`src/rtl/arithmetic_logic_unit_if.sv`:
```
// Operand/control/result bundle for arithmetic_logic_unit.
// The master drives operands and control and reads the registered result and
// flags; the slave (the ALU) does the reverse. There is no handshake: a new
// operation is accepted on every rising clock edge.
interface arithmetic_logic_unit_if;
    logic [31:0] Operand1;
    logic [31:0] Operand2;
    logic [3:0]  Cntrl;
    logic [4:0]  Shamt;
    logic [31:0] ALU_OUT;
    logic        NF_OUT;
    logic        ZF_OUT;
    logic        OF_OUT;
    logic        BF_OUT;

    modport master (
        output Operand1, Operand2, Cntrl, Shamt,
        input  ALU_OUT, NF_OUT, ZF_OUT, OF_OUT, BF_OUT
    );

    modport slave (
        input  Operand1, Operand2, Cntrl, Shamt,
        output ALU_OUT, NF_OUT, ZF_OUT, OF_OUT, BF_OUT
    );
endinterface

```
`src/rtl/arithmetic_logic_unit.sv`:
```
// Registered 32-bit integer ALU for the multi-cycle MIPS datapath.
// Logic, add/sub, set-less-than and constant/variable shifts, with negative,
// zero, signed-overflow and bad-opcode flags. One cycle of latency.
// Optional feature macro: ALU_SLT_EN enables signed SLT on code 4'b0111;
// without it that code is reported as a bad opcode.
module arithmetic_logic_unit (
    input  logic                         CLK,
    input  logic                         RST,
    arithmetic_logic_unit_if.slave       bus
);
    logic [31:0] w_a;
    logic [31:0] w_b;
    logic [31:0] w_sum;
    logic [31:0] w_diff;
    logic [31:0] w_result;
    logic        w_of;
    logic        w_bf;

    logic [31:0] r_alu_out;
    logic        r_nf;
    logic        r_zf;
    logic        r_of;
    logic        r_bf;

    assign w_a    = bus.Operand1;
    assign w_b    = bus.Operand2;
    assign w_sum  = w_a + w_b;
    assign w_diff = w_a - w_b;

    // Select the next result and the op-specific overflow / bad-opcode flags.
    always_comb begin
        w_result = 32'd0;
        w_of     = 1'b0;
        w_bf     = 1'b0;
        case (bus.Cntrl)
            4'b0000: w_result = w_a & w_b;
            4'b0001: w_result = w_a | w_b;
            4'b0010: begin
                w_result = w_sum;
                w_of     = (w_a[31] == w_b[31]) && (w_sum[31] != w_a[31]);
            end
            4'b0011: w_result = w_a ^ w_b;
            4'b0100: w_result = ~(w_a | w_b);
            4'b0101: w_result = {31'd0, (w_a < w_b)};
            4'b0110: begin
                w_result = w_diff;
                w_of     = (w_a[31] != w_b[31]) && (w_diff[31] != w_a[31]);
            end
`ifdef ALU_SLT_EN
            4'b0111: w_result = {31'd0, ($signed(w_a) < $signed(w_b))};
`else
            4'b0111: w_bf = 1'b1;
`endif
            4'b1000: w_result = w_b << bus.Shamt;
            4'b1001: w_result = w_b << w_a[4:0];
            4'b1010: w_result = w_b >> bus.Shamt;
            4'b1011: w_result = w_b >> w_a[4:0];
            4'b1100: w_result = $unsigned($signed(w_b) >>> bus.Shamt);
            4'b1101: w_result = $unsigned($signed(w_b) >>> w_a[4:0]);
            default: w_bf = 1'b1;
        endcase
    end

    // Capture result and flags; reset leaves a zero result with ZF set to match.
    always_ff @(posedge CLK) begin
        if (RST) begin
            r_alu_out <= 32'd0;
            r_nf      <= 1'b0;
            r_zf      <= 1'b1;
            r_of      <= 1'b0;
            r_bf      <= 1'b0;
        end else begin
            r_alu_out <= w_result;
            r_nf      <= w_result[31];
            r_zf      <= (w_result == 32'd0);
            r_of      <= w_of;
            r_bf      <= w_bf;
        end
    end

    assign bus.ALU_OUT = r_alu_out;
    assign bus.NF_OUT  = r_nf;
    assign bus.ZF_OUT  = r_zf;
    assign bus.OF_OUT  = r_of;
    assign bus.BF_OUT  = r_bf;
endmodule

```
`src/flat_wrapper.sv`:
```
// flat-port wrapper written by rule: the top's interface ports become plain ports
module arithmetic_logic_unit_flat 
  (CLK, RST, bus_Operand1, bus_Operand2, bus_Cntrl, bus_Shamt, bus_ALU_OUT, bus_NF_OUT, bus_ZF_OUT, bus_OF_OUT, bus_BF_OUT);
  arithmetic_logic_unit_if bus_i ();
  input  logic CLK;
  input  logic RST;
  input wire logic [$bits(bus_i.Operand1)-1:0] bus_Operand1;
  input wire logic [$bits(bus_i.Operand2)-1:0] bus_Operand2;
  input wire logic [$bits(bus_i.Cntrl)-1:0] bus_Cntrl;
  input wire logic [$bits(bus_i.Shamt)-1:0] bus_Shamt;
  output wire logic [$bits(bus_i.ALU_OUT)-1:0] bus_ALU_OUT;
  output wire logic [$bits(bus_i.NF_OUT)-1:0] bus_NF_OUT;
  output wire logic [$bits(bus_i.ZF_OUT)-1:0] bus_ZF_OUT;
  output wire logic [$bits(bus_i.OF_OUT)-1:0] bus_OF_OUT;
  output wire logic [$bits(bus_i.BF_OUT)-1:0] bus_BF_OUT;
  assign bus_i.Operand1 = bus_Operand1;
  assign bus_i.Operand2 = bus_Operand2;
  assign bus_i.Cntrl = bus_Cntrl;
  assign bus_i.Shamt = bus_Shamt;
  assign bus_ALU_OUT = bus_i.ALU_OUT;
  assign bus_NF_OUT = bus_i.NF_OUT;
  assign bus_ZF_OUT = bus_i.ZF_OUT;
  assign bus_OF_OUT = bus_i.OF_OUT;
  assign bus_BF_OUT = bus_i.BF_OUT;
  arithmetic_logic_unit u_core (.CLK(CLK), .RST(RST), .bus(bus_i));
endmodule
```
`config.mk`:
```
export PLATFORM = sky130hd
export DESIGN_NAME = arithmetic_logic_unit_flat
export DESIGN_NICKNAME = d
export VERILOG_FILES = /design/src/rtl/arithmetic_logic_unit_if.sv /design/src/rtl/arithmetic_logic_unit.sv /design/src/flat_wrapper.sv
export SDC_FILE = /design/constraint.sdc
export NUM_CORES = 1
export LEC_CHECK = 0
export BUFFER_PORTS_ARGS = -buffer_cell sky130_fd_sc_hd__buf_4
export CAP_MARGIN = 5
export CORE_ASPECT_RATIO = 1.25
export CORE_UTILIZATION = 45
export DETAILED_ROUTE_END_ITERATION = 10
export SKIP_LAST_GASP = 1
export SYNTH_ARGS = -nofsm -noshare
export SYNTH_HDL_FRONTEND = slang
export SYNTH_SLANG_ARGS = --single-unit
```
`constraint.sdc`:
```
create_clock -name CLK -period 10.47 [get_ports CLK]
set_input_delay 1.5705 -clock CLK [delete_from_list [all_inputs] [get_ports CLK]]
set_output_delay 1.5705 -clock CLK [all_outputs]
set_load 0.005 [all_outputs]
```
After elaboration in Yosys (flattened, before gate mapping)
Cells that the tools add are included.
Widths: inputs -> output; s select.
{"block": "op_classes", "addsub": 2, "n_mul": 0, "n_div": 0, "order_cmp": 1, "n_eq_ne": 16, "shift": 6, "muxes": 3, "bitwise": 4, "reduce_logical": 5}
{"cell": "$pmux 32 s13", "count": 1}
{"cell": "$shl 32x5->32", "count": 2}
{"cell": "$shr 32x5->32", "count": 2}
{"cell": "$sshr 32x5->32", "count": 2}
{"cell": "$add 32x32->32", "count": 1}
{"cell": "$and 32x32->32", "count": 1}
{"cell": "$logic_not 32->1", "count": 1}
{"cell": "$lt 32x32->1", "count": 1}
{"cell": "$not 32->32", "count": 1}
{"cell": "$or 32x32->32", "count": 1}
{"cell": "$sub 32x32->32", "count": 1}
{"cell": "$xor 32x32->32", "count": 1}
{"cell": "$eq 4x4->1 const B", "count": 6}
{"cell": "$reduce_or 13->1", "count": 1}
{"cell": "$eq 4x3->1 const B", "count": 3}
{"cell": "$eq 4x2->1 const B", "count": 2}
{"cell": "$eq 4x1->1 const B", "count": 1}
{"cell": "$logic_not 4->1", "count": 1}
{"cell": "$ne 1x1->1", "count": 3}
{"cell": "$logic_and 1x1->1", "count": 2}
{"cell": "$pmux 1 s2", "count": 1}
{"cell": "$eq 1x1->1", "count": 1}
{"cell": "$mux 1", "count": 1}
{"block": "word_totals", "regBits": 36, "latchBits": 0, "ram_bits": 0, "mem_bits_ro": 0, "input_bits": 75, "word_cells": 42, "mem_count": 0}

Longest topological paths before layout
{"block": "depth", "ltp_word": 4, "depth_mapped": 17, "ltp_nobuf": 15}

Worst setup path before layout
Ideal clock, no wire load.
{"block": "synth_timing", "path_type": "input -> register", "from": "input bus_Operand1[1]", "to": "register u_core.r_zf, in the netlist u_core.bus.ZF_OUT", "setup_ps": 60, "arrival_time_ps": 5641, "t_required_ps": 10410, "slack_ps": 4768, "cell_stages": 15, "path_cell_list": "clkbuf_1 > clkbuf_1 > clkbuf_1 > inv_1 > fa_1 > nand3b_1 > a21oi_1 > o2111ai_1 > a2111oi_0 > mux2i_1 > or4b_1 > nor4_1 > nand4b_1 > nor4_2 > a41o_1"}
{"block": "synth_between", "elab_chain_cells": 4, "elab_cells_between_ends": 12, "classes_between": "add/sub: 2; order compare: 1; shift: 3; mux: 1; bitwise: 4; reduce/logical: 1"}
{"item": "start: declaration", "line_no": "flat_wrapper.sv:7", "source": "input wire logic [$bits(bus_i.Operand1)-1:0] bus_Operand1;"}
{"item": "branches (longest 2 deep; another with $sub 32x32->32)"}
{"item": "$pmux 32 s13 (*)", "line_no": "arithmetic_logic_unit.sv:35", "source": "case (bus.Cntrl)"}
{"item": "$logic_not 32->1 (*)", "line_no": "arithmetic_logic_unit.sv:75", "source": "r_zf <= (w_result == 32'd0);"}
{"item": "end signal: assignment", "line_no": "arithmetic_logic_unit.sv:75"}
{"item": "end: declaration", "line_no": "arithmetic_logic_unit.sv:21", "source": "logic r_zf;"}
Every way passes the cells marked *.
A chain may end at the register's enable or synchronous reset.

Final worst setup path
{"block": "layout_timing", "from": "input bus_Cntrl[0]", "to": "register u_core.r_zf, in the netlist u_core.bus.ZF_OUT"}
{"block": "layout_between", "elab_chain_cells": 3, "elab_cells_between_ends": 15, "classes_between": "eq/ne: 12; mux: 1; reduce/logical: 2"}
{"item": "start: declaration", "line_no": "flat_wrapper.sv:9", "source": "input wire logic [$bits(bus_i.Cntrl)-1:0] bus_Cntrl;"}
{"item": "$eq 4x4->1 (tied with other cells)", "line_no": "arithmetic_logic_unit.sv:35"}
{"item": "$pmux 32 s13 (*)", "line_no": "arithmetic_logic_unit.sv:35"}
{"item": "$logic_not 32->1 (*)", "line_no": "arithmetic_logic_unit.sv:75"}
Mark *: on every way between the ends. The rest lies on a longest branch, timed or not.

==> flow_metrics.py <==
metrics = {
    "logic_synthesis": {
        "avgSynthCellArea_um2": 6.85,
        "synthFlopType": "dfxtp_1",
        "yosysWarnings": 0,
        "synth.largest_area_cell": "mux2i_1",
        "synth_edf_count": 0,
        "syn-cell-area_um2": 13200,
        "ys_ff_latch": 35,
        "ys_seq_area_share_pct": 5.32,
        "async_reset_ff_share_pct": 0,
        "synth_cell_type_count": 85,
        "synth_top_area_share_pct": 14.1,
        "syn_nets": 2099,
        "yosys-top-cells-area": "mux2i_1 (14%), ha_1 (9.5%), a21oi_1 (7.3%)",
        "synthCells": 1922,
    },
    "drt": {
        "vias": 17200,
        "wl_per_cell_um": 34.7,
        "finalWirelength_um": 79500,
        "vias_per_cell": 7.50,
        "drc": 0,
        "drtIter0Drc": 2627,
        "ant_nets": 0,
        "drt_pass1_iterations": 7,
    },
    "grt": {
        "grt_pass1_wl_um": 112000,
        "grt.total_usage_pct": 51.4,
        "grt_start_max_net_pins": 71,
        "antenna_found_initial": 4,
        "grt_pass1_vias": 15900,
        "overflow": 0,
    },
    "placed_design": {
        "portBuffers": 110,
        "dp_hpwl_um": 60700,
        "gp_congestion": 1.15,
        "placedCellCount": 2281,
        "placed_area_um2": 14100,
        "post-place-ws_ps": 3470,
    },
    "clocking": {
        "clock_sinks": 35,
        "cts_tree": "yes",
        "cts_setup_buffers": 0,
        "ctsHtreeMaxLevel": 2,
        "postCtsHoldBufs": 0,
        "numCtsBuffers": 5,
        "clockBufferDepth": 2,
        "cts_resized": 0,
        "cts.clk_slew.worst_paths_ps": 60,
        "cts.root.buffer_cell": "clkbuf_16",
    },
    "timing": {
        "hold_violations": 0,
        "worst_slack_ps": 3610,
        "worst_slew_pin_slew_ps": 1350,
        "fin_crit_ps": 6860,
        "period_share_pct": 65.5,
        "rsz0062_at_grt": "no",
        "drv_slew": 0,
        "slew_headroom_pct": 9.17,
        "fin_setup_tns_ps": 0,
        "max_freq_mhz": 146,
        "finalSetupViolCount": 0,
    },
    "layout": {
        "final_nets": 2075,
        "final_area_um2": 14300,
        "multi_input_area_um2": 11500,
        "drive_gt1_share_pct": 11.6,
        "fin_util_pct": 49.9,
        "final_cells": 2292,
        "synthToLayoutAreaGrowth_pct": 8.23,
        "fillers": 2944,
        "final_cell_mix": "a21oi_1 (191), mux2i_1 (176), nand2_1 (169)",
        "seq_area_um2": 701,
        "final_common_cell": "a21oi_1",
    },
    "critical_path": {
        "arrival_ps": 7090,
        "cp-end-kind": "register",
        "cp.required_ps": 10700,
        "startpoint_type": "primary input",
        "worstPathMaxFanout": 70,
        "worstSetupPathType": "in2reg",
    },
    "die": {
        "core_area_um2": 28600,
        "initial_core_util_pct": 46.1,
        "die_h_um": 193,
        "num_rows": 69,
        "fp.dieW_um": 155,
        "dieArea_um2": 30000,
        "io_pins": 111,
    },
    "worst_hold_path": {
        "min_path_cells": 2,
        "min_path_type": "in2reg",
    },
    "power_and_ir_drop": {
        "power_density_nw_per_um2": 82.6,
        "peakVddDrop_mv": 0.0793,
        "leakagePower_nw": 6.02,
    },
    "run": {
        "cap_violations": 0,
    },
    "outcome": {
        "status": "complete, no violations",
    },
}
==> sequential cells by signal, indices dropped and copies added (netlist names) <==
signal / cells
u_core.bus.ALU_OUT: 31
u_core.bus.OF_OUT: 1
u_core.bus.NF_OUT: 1
u_core.bus.ZF_OUT: 1
u_core.bus.BF_OUT: 1
==> synthesized netlist by cell type (all sizes together), types with 17 or more instances <==
cell type,instances
a221oi,22
o221ai,37
dfxtp,35
xnor2,21
buf,54
a22oi,17
o21ai,75
o22ai,25
mux2,19
a211oi,54
ha,100
mux2i,188
nor4,35
nor3,80
nand2b,44
a31oi,26
a21o,21
nor2,155
nor2b,29
inv,99
o211ai,34
nand2,169
clkbuf,121
nand3,26
o31ai,17
a21oi,191
==> per-stage QoR <==
stage	total power, W	hold WS [ps]
after CTS	0.00113	1680
after detailed placement	0.000975	1950
final	0.00118	1680
after global placement	0.000973	1950
after floorplan	0.000662	1850
after global routing	0.00121	1700
==> path summary, 6_finish.rpt <==
| check | from | endpoint | slack [ps] |
|---|---|---|---|
| worst max-delay path | bus_Cntrl[0] | u_core.bus.ZF_OUT$_SDFF_PP1_ | 3610 |
| worst min-delay path | RST | u_core.bus.ALU_OUT[13]$_SDFF_PP0_ | 1680 |
==> metal layers <==
metal	track usage, %	routed length, um	share of wire (%)	vias to the layer above
met4	45.4	8840	11	0
met2	77.2	33500	42	1492
li1	-	-	-	7206
met1	59.0	27300	34	8075
met5	0	0	0	-
met3	14.9	9860	12	423
==> worst max-delay path, stage by stage <==
cell,delay (ps)
buf_4,670
and4b_1,880
mux2i_2,570
buf_4,320
mux2i_1,340
mux2i_1,160
mux2i_1,210
a22oi_1,130
a2111oi_0,880
nand4_1,210
nor4_1,560
nand4b_1,200
nor4_2,180
a41o_1,190
==> cell type report <==
cell class	instances	share of cell area, %
flip-flops and latches	35	4.92
diodes	3	0.0527
clock buffers	5	0.878
clock inverters	3	0.140
well taps	390	3.42
repair buffers	144	7.57
multi-input cells	1611	80.4
inverters	101	2.66
==> power breakdown <==
group	total, W	leakage, nW	switching, W	internal, W
Sequential	0.000151	0.289	0.00000386	0.000147
Clock	0.000148	0.0658	0.0000608	0.0000876
Combinational	0.000878	5.66	0.000598	0.000280
Total	0.00118	6.02	0.000663	0.000515
==> logic make-up after synthesis <==
logic type / synth area share (%)
muxes: 18.7
buffers and inverters: 8.40
adders and majority gates: 9.81
DFF: 5.32
xor gates and xnor gates: 1.53
and+or+nand+nor: 23.3
AOI/OAI and AO/OA: 33.0
No activity file was read; power rests on OpenSTA's default activity.
